--- config.mk ---
export PLATFORM = sky130hd
export DESIGN_NAME = apb_master_arbiter_flat
export DESIGN_NICKNAME = d
export VERILOG_FILES = /design/src/rtl/apb_master_arbiter_if.sv /design/src/rtl/apb_master_arbiter.sv /design/src/flat_wrapper.sv
export SDC_FILE = /design/constraint.sdc
export NUM_CORES = 1
export LEC_CHECK = 0
export CAP_MARGIN = 15
export CORE_ASPECT_RATIO = 2
export CORE_MARGIN = 4
export CORE_UTILIZATION = 41
export DETAILED_ROUTE_END_ITERATION = 12
export MAX_ROUTING_LAYER = met4
export PLACE_DENSITY_LB_ADDON = 0.08
export SLEW_MARGIN = 20
export SYNTH_ARGS = -nofsm -noshare
export SYNTH_HDL_FRONTEND = slang
export SYNTH_SLANG_ARGS = --single-unit
--- constraint.sdc ---
create_clock -name clk -period 1.95 [get_ports clk]
set_input_delay 0.2925 -clock clk [delete_from_list [all_inputs] [get_ports clk]]
set_output_delay 0.2925 -clock clk [all_outputs]
set_load 0.01 [all_outputs]
--- src/rtl/apb_master_arbiter_if.sv ---
// Requester-side and APB-side signals of the two-requester APB master arbiter.
// The master modport is the arbiter; the slave modport is its environment.
interface apb_master_arbiter_if #(
   parameter int ADDR_W = 20,
   parameter int DATA_W = 16
);
   logic [1:0]        req;
   logic              wr0;
   logic              wr1;
   logic              tgt0;
   logic              tgt1;
   logic [ADDR_W-1:0] addr0;
   logic [ADDR_W-1:0] addr1;
   logic [DATA_W-1:0] wdata0;
   logic [DATA_W-1:0] wdata1;
   logic [1:0]        done;
   logic [1:0]        err;
   logic [DATA_W-1:0] rdata;
   logic              busy;

   logic [1:0]        psel;
   logic              penable;
   logic              pwrite;
   logic [1:0]        pstrb;
   logic [ADDR_W-1:0] paddr;
   logic [DATA_W-1:0] pwdata;
   logic              pready;
   logic [DATA_W-1:0] prdata;
   logic              pslverr_rm;
   logic              pslverr_icn;

   modport master (
      input  req, wr0, wr1, tgt0, tgt1, addr0, addr1, wdata0, wdata1,
      output done, err, rdata, busy,
      output psel, penable, pwrite, pstrb, paddr, pwdata,
      input  pready, prdata, pslverr_rm, pslverr_icn
   );

   modport slave (
      output req, wr0, wr1, tgt0, tgt1, addr0, addr1, wdata0, wdata1,
      input  done, err, rdata, busy,
      input  psel, penable, pwrite, pstrb, paddr, pwdata,
      output pready, prdata, pslverr_rm, pslverr_icn
   );
endinterface

--- src/rtl/apb_master_arbiter.sv ---
// Round-robin arbiter sharing one APB master port between two requesters,
// with SETUP/ACCESS sequencing, one-cycle done/err response and PREADY timeout.
module apb_master_arbiter #(
   parameter int ADDR_W  = 20,
   parameter int DATA_W  = 16,
   parameter int TIMEOUT = 255
) (
   input  logic                  clk,
   input  logic                  reset_n,
   apb_master_arbiter_if.master  bus
);
   typedef enum logic [1:0] {IDLE, SETUP, ACCESS, RESP} state_t;

   localparam int CNT_W = (TIMEOUT > 1) ? $clog2(TIMEOUT) : 1;
   localparam logic [CNT_W-1:0] LIMIT = CNT_W'((TIMEOUT > 0) ? TIMEOUT - 1 : 0);
   localparam bit TO_EN = (TIMEOUT != 0);

   state_t            state;
   logic [CNT_W-1:0]  cnt;
   logic              gnt;
   logic              rr_ptr;
   logic [1:0]        done_q;
   logic [1:0]        err_q;
   logic [DATA_W-1:0] rdata_q;
   logic              busy_q;
   logic [1:0]        psel_q;
   logic              penable_q;
   logic              pwrite_q;
   logic [1:0]        pstrb_q;
   logic [ADDR_W-1:0] paddr_q;
   logic [DATA_W-1:0] pwdata_q;

   // On a tie rr_ptr names the requester that wins; it points away from the last one served.
   logic              gnt_sel;
   logic              sel_wr;
   logic              sel_tgt;
   logic [ADDR_W-1:0] sel_addr;
   logic [DATA_W-1:0] sel_wdata;
   logic [1:0]        gnt_hot;
   logic              slverr;

   assign gnt_sel   = (bus.req == 2'b11) ? rr_ptr : bus.req[1];
   assign sel_wr    = gnt_sel ? bus.wr1    : bus.wr0;
   assign sel_tgt   = gnt_sel ? bus.tgt1   : bus.tgt0;
   assign sel_addr  = gnt_sel ? bus.addr1  : bus.addr0;
   assign sel_wdata = gnt_sel ? bus.wdata1 : bus.wdata0;
   assign gnt_hot   = gnt ? 2'b10 : 2'b01;
   assign slverr    = psel_q[1] ? bus.pslverr_icn : bus.pslverr_rm;

   // NOTE: every register, including rdata and the APB address/data, takes the async
   //       reset so a reset mid-transfer drops the bus and never leaves a stale done.
   always_ff @(posedge clk or negedge reset_n) begin
      if (!reset_n) begin
         state     <= IDLE;
         cnt       <= '0;
         gnt       <= 1'b0;
         rr_ptr    <= 1'b0;
         done_q    <= 2'b00;
         err_q     <= 2'b00;
         rdata_q   <= '0;
         busy_q    <= 1'b0;
         psel_q    <= 2'b00;
         penable_q <= 1'b0;
         pwrite_q  <= 1'b0;
         pstrb_q   <= 2'b00;
         paddr_q   <= '0;
         pwdata_q  <= '0;
      end else begin
         // NOTE: non-blocking only, so every branch reads the pre-edge register values.
         case (state)
            IDLE: begin
               if (|bus.req) begin
                  gnt       <= gnt_sel;
                  paddr_q   <= sel_addr;
                  pwdata_q  <= sel_wdata;
                  pwrite_q  <= sel_wr;
                  pstrb_q   <= {2{sel_wr}};
                  psel_q    <= sel_tgt ? 2'b10 : 2'b01;
                  penable_q <= 1'b0;
                  busy_q    <= 1'b1;
                  state     <= SETUP;
               end
            end
            SETUP: begin
               penable_q <= 1'b1;
               cnt       <= '0;
               state     <= ACCESS;
            end
            ACCESS: begin
               // pready on the limit cycle still completes normally.
               if (bus.pready) begin
                  done_q    <= gnt_hot;
                  err_q     <= slverr ? gnt_hot : 2'b00;
                  if (!pwrite_q) rdata_q <= bus.prdata;
                  psel_q    <= 2'b00;
                  penable_q <= 1'b0;
                  state     <= RESP;
               end else if (TO_EN && cnt == LIMIT) begin
                  done_q    <= gnt_hot;
                  err_q     <= gnt_hot;
                  if (!pwrite_q) rdata_q <= '0;
                  psel_q    <= 2'b00;
                  penable_q <= 1'b0;
                  state     <= RESP;
               end else begin
                  cnt <= cnt + 1'b1;
               end
            end
            RESP: begin
               done_q <= 2'b00;
               err_q  <= 2'b00;
               rr_ptr <= ~gnt;
               busy_q <= 1'b0;
               state  <= IDLE;
            end
            default: state <= IDLE;
         endcase
      end
   end

   assign bus.done    = done_q;
   assign bus.err     = err_q;
   assign bus.rdata   = rdata_q;
   assign bus.busy    = busy_q;
   assign bus.psel    = psel_q;
   assign bus.penable = penable_q;
   assign bus.pwrite  = pwrite_q;
   assign bus.pstrb   = pstrb_q;
   assign bus.paddr   = paddr_q;
   assign bus.pwdata  = pwdata_q;
endmodule

--- src/flat_wrapper.sv ---
// flat-port wrapper written by rule: the top's interface ports become plain ports
module apb_master_arbiter_flat 
#(
   parameter int ADDR_W  = 20,
   parameter int DATA_W  = 16,
   parameter int TIMEOUT = 255
)
  (clk, reset_n, bus_req, bus_wr0, bus_wr1, bus_tgt0, bus_tgt1, bus_addr0, bus_addr1, bus_wdata0, bus_wdata1, bus_done, bus_err, bus_rdata, bus_busy, bus_psel, bus_penable, bus_pwrite, bus_pstrb, bus_paddr, bus_pwdata, bus_pready, bus_prdata, bus_pslverr_rm, bus_pslverr_icn);
  apb_master_arbiter_if #(.ADDR_W(ADDR_W), .DATA_W(DATA_W)) bus_i ();
  input  logic clk;
  input  logic reset_n;
  input wire logic [$bits(bus_i.req)-1:0] bus_req;
  input wire logic [$bits(bus_i.wr0)-1:0] bus_wr0;
  input wire logic [$bits(bus_i.wr1)-1:0] bus_wr1;
  input wire logic [$bits(bus_i.tgt0)-1:0] bus_tgt0;
  input wire logic [$bits(bus_i.tgt1)-1:0] bus_tgt1;
  input wire logic [$bits(bus_i.addr0)-1:0] bus_addr0;
  input wire logic [$bits(bus_i.addr1)-1:0] bus_addr1;
  input wire logic [$bits(bus_i.wdata0)-1:0] bus_wdata0;
  input wire logic [$bits(bus_i.wdata1)-1:0] bus_wdata1;
  output wire logic [$bits(bus_i.done)-1:0] bus_done;
  output wire logic [$bits(bus_i.err)-1:0] bus_err;
  output wire logic [$bits(bus_i.rdata)-1:0] bus_rdata;
  output wire logic [$bits(bus_i.busy)-1:0] bus_busy;
  output wire logic [$bits(bus_i.psel)-1:0] bus_psel;
  output wire logic [$bits(bus_i.penable)-1:0] bus_penable;
  output wire logic [$bits(bus_i.pwrite)-1:0] bus_pwrite;
  output wire logic [$bits(bus_i.pstrb)-1:0] bus_pstrb;
  output wire logic [$bits(bus_i.paddr)-1:0] bus_paddr;
  output wire logic [$bits(bus_i.pwdata)-1:0] bus_pwdata;
  input wire logic [$bits(bus_i.pready)-1:0] bus_pready;
  input wire logic [$bits(bus_i.prdata)-1:0] bus_prdata;
  input wire logic [$bits(bus_i.pslverr_rm)-1:0] bus_pslverr_rm;
  input wire logic [$bits(bus_i.pslverr_icn)-1:0] bus_pslverr_icn;
  assign bus_i.req = bus_req;
  assign bus_i.wr0 = bus_wr0;
  assign bus_i.wr1 = bus_wr1;
  assign bus_i.tgt0 = bus_tgt0;
  assign bus_i.tgt1 = bus_tgt1;
  assign bus_i.addr0 = bus_addr0;
  assign bus_i.addr1 = bus_addr1;
  assign bus_i.wdata0 = bus_wdata0;
  assign bus_i.wdata1 = bus_wdata1;
  assign bus_done = bus_i.done;
  assign bus_err = bus_i.err;
  assign bus_rdata = bus_i.rdata;
  assign bus_busy = bus_i.busy;
  assign bus_psel = bus_i.psel;
  assign bus_penable = bus_i.penable;
  assign bus_pwrite = bus_i.pwrite;
  assign bus_pstrb = bus_i.pstrb;
  assign bus_paddr = bus_i.paddr;
  assign bus_pwdata = bus_i.pwdata;
  assign bus_i.pready = bus_pready;
  assign bus_i.prdata = bus_prdata;
  assign bus_i.pslverr_rm = bus_pslverr_rm;
  assign bus_i.pslverr_icn = bus_pslverr_icn;
  apb_master_arbiter #(.ADDR_W(ADDR_W), .DATA_W(DATA_W), .TIMEOUT(TIMEOUT)) u_core (.clk(clk), .reset_n(reset_n), .bus(bus_i));
endmodule
==> metrics.csv, run 1 <==
metric;value;unit
average wire length per cell after detail routing;16.4;um
endpoint kind of the worst setup timing path;register;
most common flop cell mapped by yosys;sky130_fd_sc_hd__dfrtp_1;
gate count after technology mapping;312;
endpoint arrival time on the critical path;2.10;ns
IO Port Bufs;161;
number of global-route vias before repair;3141;
total track usage;20.2;%
total number of nets in the final design;587;
DP HPWL;7.41;mm
y dimension of the die;137;um
Slew headroom;68.4;%
part of the power in registers;32.3;%
post-route setup TNS;0;ns
Post-Syn Area per Cell;11.0;um2
areal power density over the cells;1460;nW/um2
worst hold margin;0.461;ns
Final period util;94.1;%
Final Critical Period;1.83;ns
switching power share of the total;32.6;%
core region area;8060;um2
commonest cells after routing, fill and taps aside;sky130_fd_sc_hd__clkdlybuf4s50_1, sky130_fd_sc_hd__dfrtp_1, sky130_fd_sc_hd__o21ai_0;
CP required;2.21;ns
final design utilization;68.9;%
Worst-path clk slew;0.06;ns
via count normalized by instance count;5.13;
clock network latency to the later pin of the worst-skew pair;0.33;ns
leading cell type in the layout, fill and taps excluded;sky130_fd_sc_hd__clkdlybuf4s50_1;
Max IR drop VDD;0.000907;V
diodes inserted;0;
status;finished clean;
list of cells traversed by the critical path;inv_1, ha_1, and4_4, a21oi_2, buf_4, or4_2, nand3_1;
count of synthesis-stage warnings from yosys;0;
number of nets still failing antenna checks after routing;0;
boundary pin count;162;
sort of element at the start of the critical path;register;
total wire length;9.52;mm
unrepaired setup endpoints after global routing;no;
ys async rst share;100;%
TritonCTS sink count;73;
placer's final routability congestion estimate;0.801;
count of state elements after synthesis;73;
TritonCTS clock tree;yes;
final setup violation count;0;
DRC violation count after routing;0;
worst-case clock buffer depth;2;
total via count after detailed routing;2982;
DRT iter0 DRCs;188;
delay-heaviest family, CP;simple AND/OR/NAND/NOR gates;
share of power burned in the clock network;22.8;%
Synth cell types;46;
final setup skew;0.00786;ns
top achievable clock speed;545;MHz
cell leakage power;2.57;nW
sum of overflow across all layers after global routing;0;
number of search-and-repair iterations in the first detailed-routing pass;4;
final hold violation count;0;
number of buffers inserted during clock tree synthesis;9;
sequential-to-total area share from yosys stat;53.3;%
Crit Path Max Fanout;5;
number of enable flip-flop cells after synthesis;0;
number of standard-cell rows in the floorplan;46;
proportion of layout cells with a drive suffix above 1;10.7;%
global-route wire length before repair;15.0;mm
type of the worst setup path;reg -> reg;
Critical Path Slowest Stage Cell;sky130_fd_sc_hd__or4_2;
maximum number of pins on one net before global-route repair;75;
fraction of power consumed by combinational cells;44.9;%
Hold Path Class;in -> async;
area growth from synthesis to layout;62.0;%
deepest level of the CTS H-tree;3;
Buf+Inv Stages, Crit Path;2;
net count of the mapped netlist;418;
effective utilization at floorplan;42.5;%
root buf cell;sky130_fd_sc_hd__clkbuf_16;
number of max-cap violations;0;
Cell Int Power;0.00545;W
antenna violations before repair;0;
pin slew with the least headroom to its limit;0.474;ns
die width;72.6;um
switching power total;0.00264;W
slowest stage delay, CP;0.53;ns
Total Die Area;9970;um2
area of the mapped netlist;3420;um2
final count of pins violating max slew;0;
-- worst paths after layout --
| kind | cells after the start | slack (ns) | start | end |
|---|---|---|---|---|
| setup / recovery | 7 | 0.12 | u_core.cnt[0] | u_core.bus.done[0] |
| hold / removal | 2 | 0.46 | reset_n | u_core.cnt[3] |
| setup reg to reg | 7 | 0.12 | u_core.cnt[0] | u_core.bus.done[0] |
| hold reg to reg | 2 | 0.48 | u_core.bus.paddr[18] | u_core.bus.paddr[18] |
| max in group asynchronous | 3 | 0.91 | reset_n | u_core.bus.rdata[13] |
| min in group clk | 2 | 0.48 | u_core.bus.paddr[18] | u_core.bus.paddr[18] |
-- worst register-to-register path, cell delays in order (launching register included) --
cell	delay [ns]
sky130_fd_sc_hd__dfrtp_1	0.41
sky130_fd_sc_hd__inv_1	0.08
sky130_fd_sc_hd__ha_1	0.16
sky130_fd_sc_hd__and4_4	0.26
sky130_fd_sc_hd__a21oi_2	0.07
sky130_fd_sc_hd__buf_4	0.16
sky130_fd_sc_hd__or4_2	0.53
sky130_fd_sc_hd__nand3_1	0.10
-- sequential cells by signal, summed over array words and instances (netlist names) --
| signal | cells |
|---|---|
| u_core.state | 2 |
| u_core.bus.psel | 2 |
| u_core.bus.err | 2 |
| u_core.bus.done | 2 |
| u_core.rr_ptr | 1 |
| u_core.bus.pwrite | 1 |
| u_core.gnt | 1 |
| u_core.bus.busy | 1 |
| u_core.bus.rdata | 16 |
| u_core.bus.penable | 1 |
| u_core.cnt | 8 |
| u_core.bus.paddr | 20 |
| u_core.bus.pwdata | 16 |
-- per-layer routing --
| layer | vias to the layer above | routed length, um | GRT usage (%) |
|---|---|---|---|
| li1 | 1448 | - | - |
| met5 | - | 0 | - |
| met1 | 1409 | 3490 | 21.8 |
| met3 | 14 | 585 | 4.31 |
| met2 | 111 | 5200 | 34.8 |
| met4 | 0 | 244 | 8.93 |
-- cell type report --
type,instances,area (um2)
Clock inverter,6,108
Fill cell,637,2510
Inverter,5,18.8
Clock buffer,9,225
Tap cell,96,120
Timing Repair Buffer,177,1770
Sequential cell,73,1830
Multi-Input combinational cell,215,1480
-- power by group through the flow --
| stage | Sequential [W] | Combinational (W) | Clock [W] |
|---|---|---|---|
| 2_1_floorplan | 0.00286 | 0.00147 | 0 |
| 4_1_cts | 0.00262 | 0.00370 | 0.00188 |
| 3_3_place_gp | 0.00260 | 0.00360 | 0 |
| 5_1_grt | 0.00271 | 0.00399 | 0.00195 |
| 3_5_place_dp | 0.00263 | 0.00367 | 0 |
| 6_report | 0.00261 | 0.00363 | 0.00184 |
-- stage by stage --
stage	instance area [um2]	total power, W	std cells	setup slack (ns)
global placement	5200	0.00621	565	0.0739
CTS	5550	0.00820	581	0.116
detailed placement	5200	0.00630	565	-0.0376
global route	5550	0.00865	581	0.0181
floorplan	3420	0.00433	312	0.168
finish	5550	0.00809	581	0.115
-- synth_stat cells, drive strengths merged (2+ instances only) --
| master | instances | area share, % |
|---|---|---|
| dfrtp | 73 | 53 |
| o21ai | 47 | 6.9 |
| nand2 | 44 | 4.9 |
| mux2i | 38 | 11 |
| a22o | 17 | 4.6 |
| buf | 11 | 2.5 |
| clkbuf | 8 | 0.88 |
| nand3 | 8 | 1.2 |
| ha | 7 | 2.6 |
| a21oi | 6 | 0.99 |
| inv | 5 | 0.55 |
| nor2 | 5 | 0.55 |
| mux2 | 4 | 1.3 |
| nor3b | 4 | 1.0 |
| a211o | 3 | 0.80 |
| a21o | 3 | 0.69 |
| and3 | 3 | 0.58 |
| nand2b | 3 | 0.55 |
| nor3 | 3 | 0.44 |
| nand3b | 2 | 0.44 |
| nor4 | 2 | 0.37 |
| or3 | 2 | 0.37 |
-- kinds of logic after synthesis --
kind of cell	Yosys count	share of synthesized area [%]
multiplexers	42	12.4
flip-flops	73	53.3
adder cells (fa/ha/maj)	7	2.56
AND/OR/NAND/NOR	80	11.4
AO/OA/AOI/OAI	85	16.1
XOR/XNOR	1	0.256
buffers and inverters	24	3.91
-- repair_timing --
| item | CTS | global route |
|---|---|---|
| hold buffers | 1 | 0 |
| endpoints found under the setup margin | 16 | 0 |
| buffers inserted | 0 | 0 |
| gates resized for setup | 1 | 0 |
| endpoints found under the hold margin | 33 | 0 |
(Power assumes the default switching activity.)
==> inputs of run 2 (changes only) <==
--- a/config.mk
+++ b/config.mk
@@ -7,7 +7,7 @@
 export LEC_CHECK = 0
 export CAP_MARGIN = 15
 export CORE_ASPECT_RATIO = 2
-export CORE_MARGIN = 4
+export CORE_MARGIN = 1.5
 export CORE_UTILIZATION = 41
 export DETAILED_ROUTE_END_ITERATION = 12
 export MAX_ROUTING_LAYER = met4
==> metrics.csv, run 2 (synthesis gave the netlist of run 1 again) <==
metric;value;unit
clock network latency to the later pin of the worst-skew pair;0.33;ns
Crit Path Max Fanout;16;
final setup violation count;0;
via count normalized by instance count;5.15;
top achievable clock speed;538;MHz
min setup slack post-route;0.0914;ns
total via count after detailed routing;3007;
number of buffers inserted during clock tree synthesis;9;
boundary pin count;162;
total track usage;22.9;%
Buf+Inv Stages, Crit Path;3;
effective utilization at floorplan;41.9;%
status;finished clean;
Setup Slack @ Placement;0.0677;ns
core region area;8170;um2
number of standard-cell rows in the floorplan;47;
Slew headroom;73.1;%
hold buffers post-CTS;1;
number of nets still failing antenna checks after routing;0;
worst-case clock buffer depth;2;
Critical Path Slowest Stage Cell;sky130_fd_sc_hd__dfrtp_1;
placer's final routability congestion estimate;0.766;
pin slew with the least headroom to its limit;0.404;ns
global-route wire length before repair;15.0;mm
flip-flop count of the largest register, all copies and words added;20;
leading cell type in the layout, fill and taps excluded;sky130_fd_sc_hd__clkdlybuf4s50_1;
area growth from synthesis to layout;62.3;%
sort of element at the start of the critical path;register;
sum of overflow across all layers after global routing;0;
Final period util;95.3;%
y dimension of the die;132;um
Hold Path Class;in -> async;
deepest level of the CTS H-tree;3;
Total Die Area;8940;um2
areal power density over the cells;1470;nW/um2
number of max-cap violations;0;
endpoint arrival time on the critical path;2.07;ns
DRT iter0 DRCs;268;
PostCTS Resize Cnt;0;
maximum number of pins on one net before global-route repair;75;
unrepaired setup endpoints after global routing;no;
DP HPWL;6.93;mm
die width;67.6;um
number of global-route vias before repair;3133;
TritonCTS sink count;73;
crit-path most repeated cell;sky130_fd_sc_hd__inv_1;
Final Critical Period;1.86;ns
list of cells traversed by the critical path;inv_1, ha_1, inv_1, or3_1, buf_4, a22o_2;
Max IR drop VDD;0.000871;V
average wire length per cell after detail routing;16.0;um
total wire length;9.36;mm
cell leakage power;2.57;nW
proportion of layout cells with a drive suffix above 1;10.5;%
number of setup buffers added after CTS;0;
slowest stage delay, CP;0.41;ns
post-route setup TNS;0;ns
commonest cells after routing, fill and taps aside;sky130_fd_sc_hd__clkdlybuf4s50_1, sky130_fd_sc_hd__dfrtp_1, sky130_fd_sc_hd__o21ai_0;
number of search-and-repair iterations in the first detailed-routing pass;4;
antenna violations before repair;0;
Worst-path clk slew;0.06;ns
delay-heaviest family, CP;buffers and inverters;
IO Port Bufs;161;
final hold violation count;0;
total number of nets in the final design;587;
diodes inserted;0;
DRC violation count after routing;0;
endpoint kind of the worst setup timing path;register;
TritonCTS clock tree;yes;
type of the worst setup path;reg -> reg;
final setup skew;0.00419;ns
root buf cell;sky130_fd_sc_hd__clkbuf_16;
final count of pins violating max slew;0;
CP required;2.17;ns
## run 2: final cells by class
class,instances,area (um2)
repair buffers,177,1770
multi-input cells,215,1480
inverters,5,18.8
flip-flops and latches,73,1830
clock buffers,11,243
clock inverters,5,103
fillers,671,2620
well taps,98,123
## run 2: stage by stage
step | hold slack, ns | cell area [um2] | util [%] | instances | total power [W]
5_1_grt | 0.469 | 5560 | 68.0 | 584 | 0.00872
4_1_cts | 0.436 | 5560 | 68.0 | 584 | 0.00828
6_report | 0.439 | 5560 | 68.0 | 584 | 0.00817
3_5_place_dp | 0.247 | 5200 | 63.6 | 567 | 0.00630
2_1_floorplan | -0.00309 | 3420 | - | 312 | 0.00433
3_3_place_gp | 0.237 | 5200 | 63.6 | 567 | 0.00620
## run 2: metal layers
metal / track usage (%) / vias to the layer above / part of all wire [%] / wire length [um]
li1: - / 1450 / - / -
met3: 4.78 / 15 / 5.5 / 513
met4: 8.62 / 0 / 2.1 / 195
met2: 39.5 / 115 / 55 / 5190
met5: - / - / 0 / 0
met1: 24.7 / 1427 / 37 / 3460
## run 2: power breakdown
part	leakage (nW)	internal (W)	switching, W
clock	0.166	0.00128	0.000615
sequential	0.918	0.00219	0.000426
combinational	1.49	0.00202	0.00163
## run 2: path summary, 6_finish.rpt
path,slack [ns],to,cells past startpoint,start
max,0.09,u_core.bus.rdata[3],6,u_core.state[0]
max in group asynchronous,0.95,u_core.bus.pwdata[4],3,reset_n
max reg2reg,0.09,u_core.bus.rdata[3],6,u_core.state[0]
min in group clk,0.47,u_core.bus.paddr[4],2,u_core.bus.paddr[4]
min reg2reg,0.47,u_core.bus.paddr[4],2,u_core.bus.paddr[4]
min,0.44,u_core.bus.err[0],2,reset_n
==> inputs of run 3 (changes only) <==
--- a/config.mk
+++ b/config.mk
@@ -5,6 +5,7 @@
 export SDC_FILE = /design/constraint.sdc
 export NUM_CORES = 1
 export LEC_CHECK = 0
+export ABC_CLOCK_PERIOD_IN_PS = 1950
 export CAP_MARGIN = 15
 export CORE_ASPECT_RATIO = 2
 export CORE_MARGIN = 1.5
==> results of run 3 <==
Final layout, timing and power as in run 2 (identical DEF).
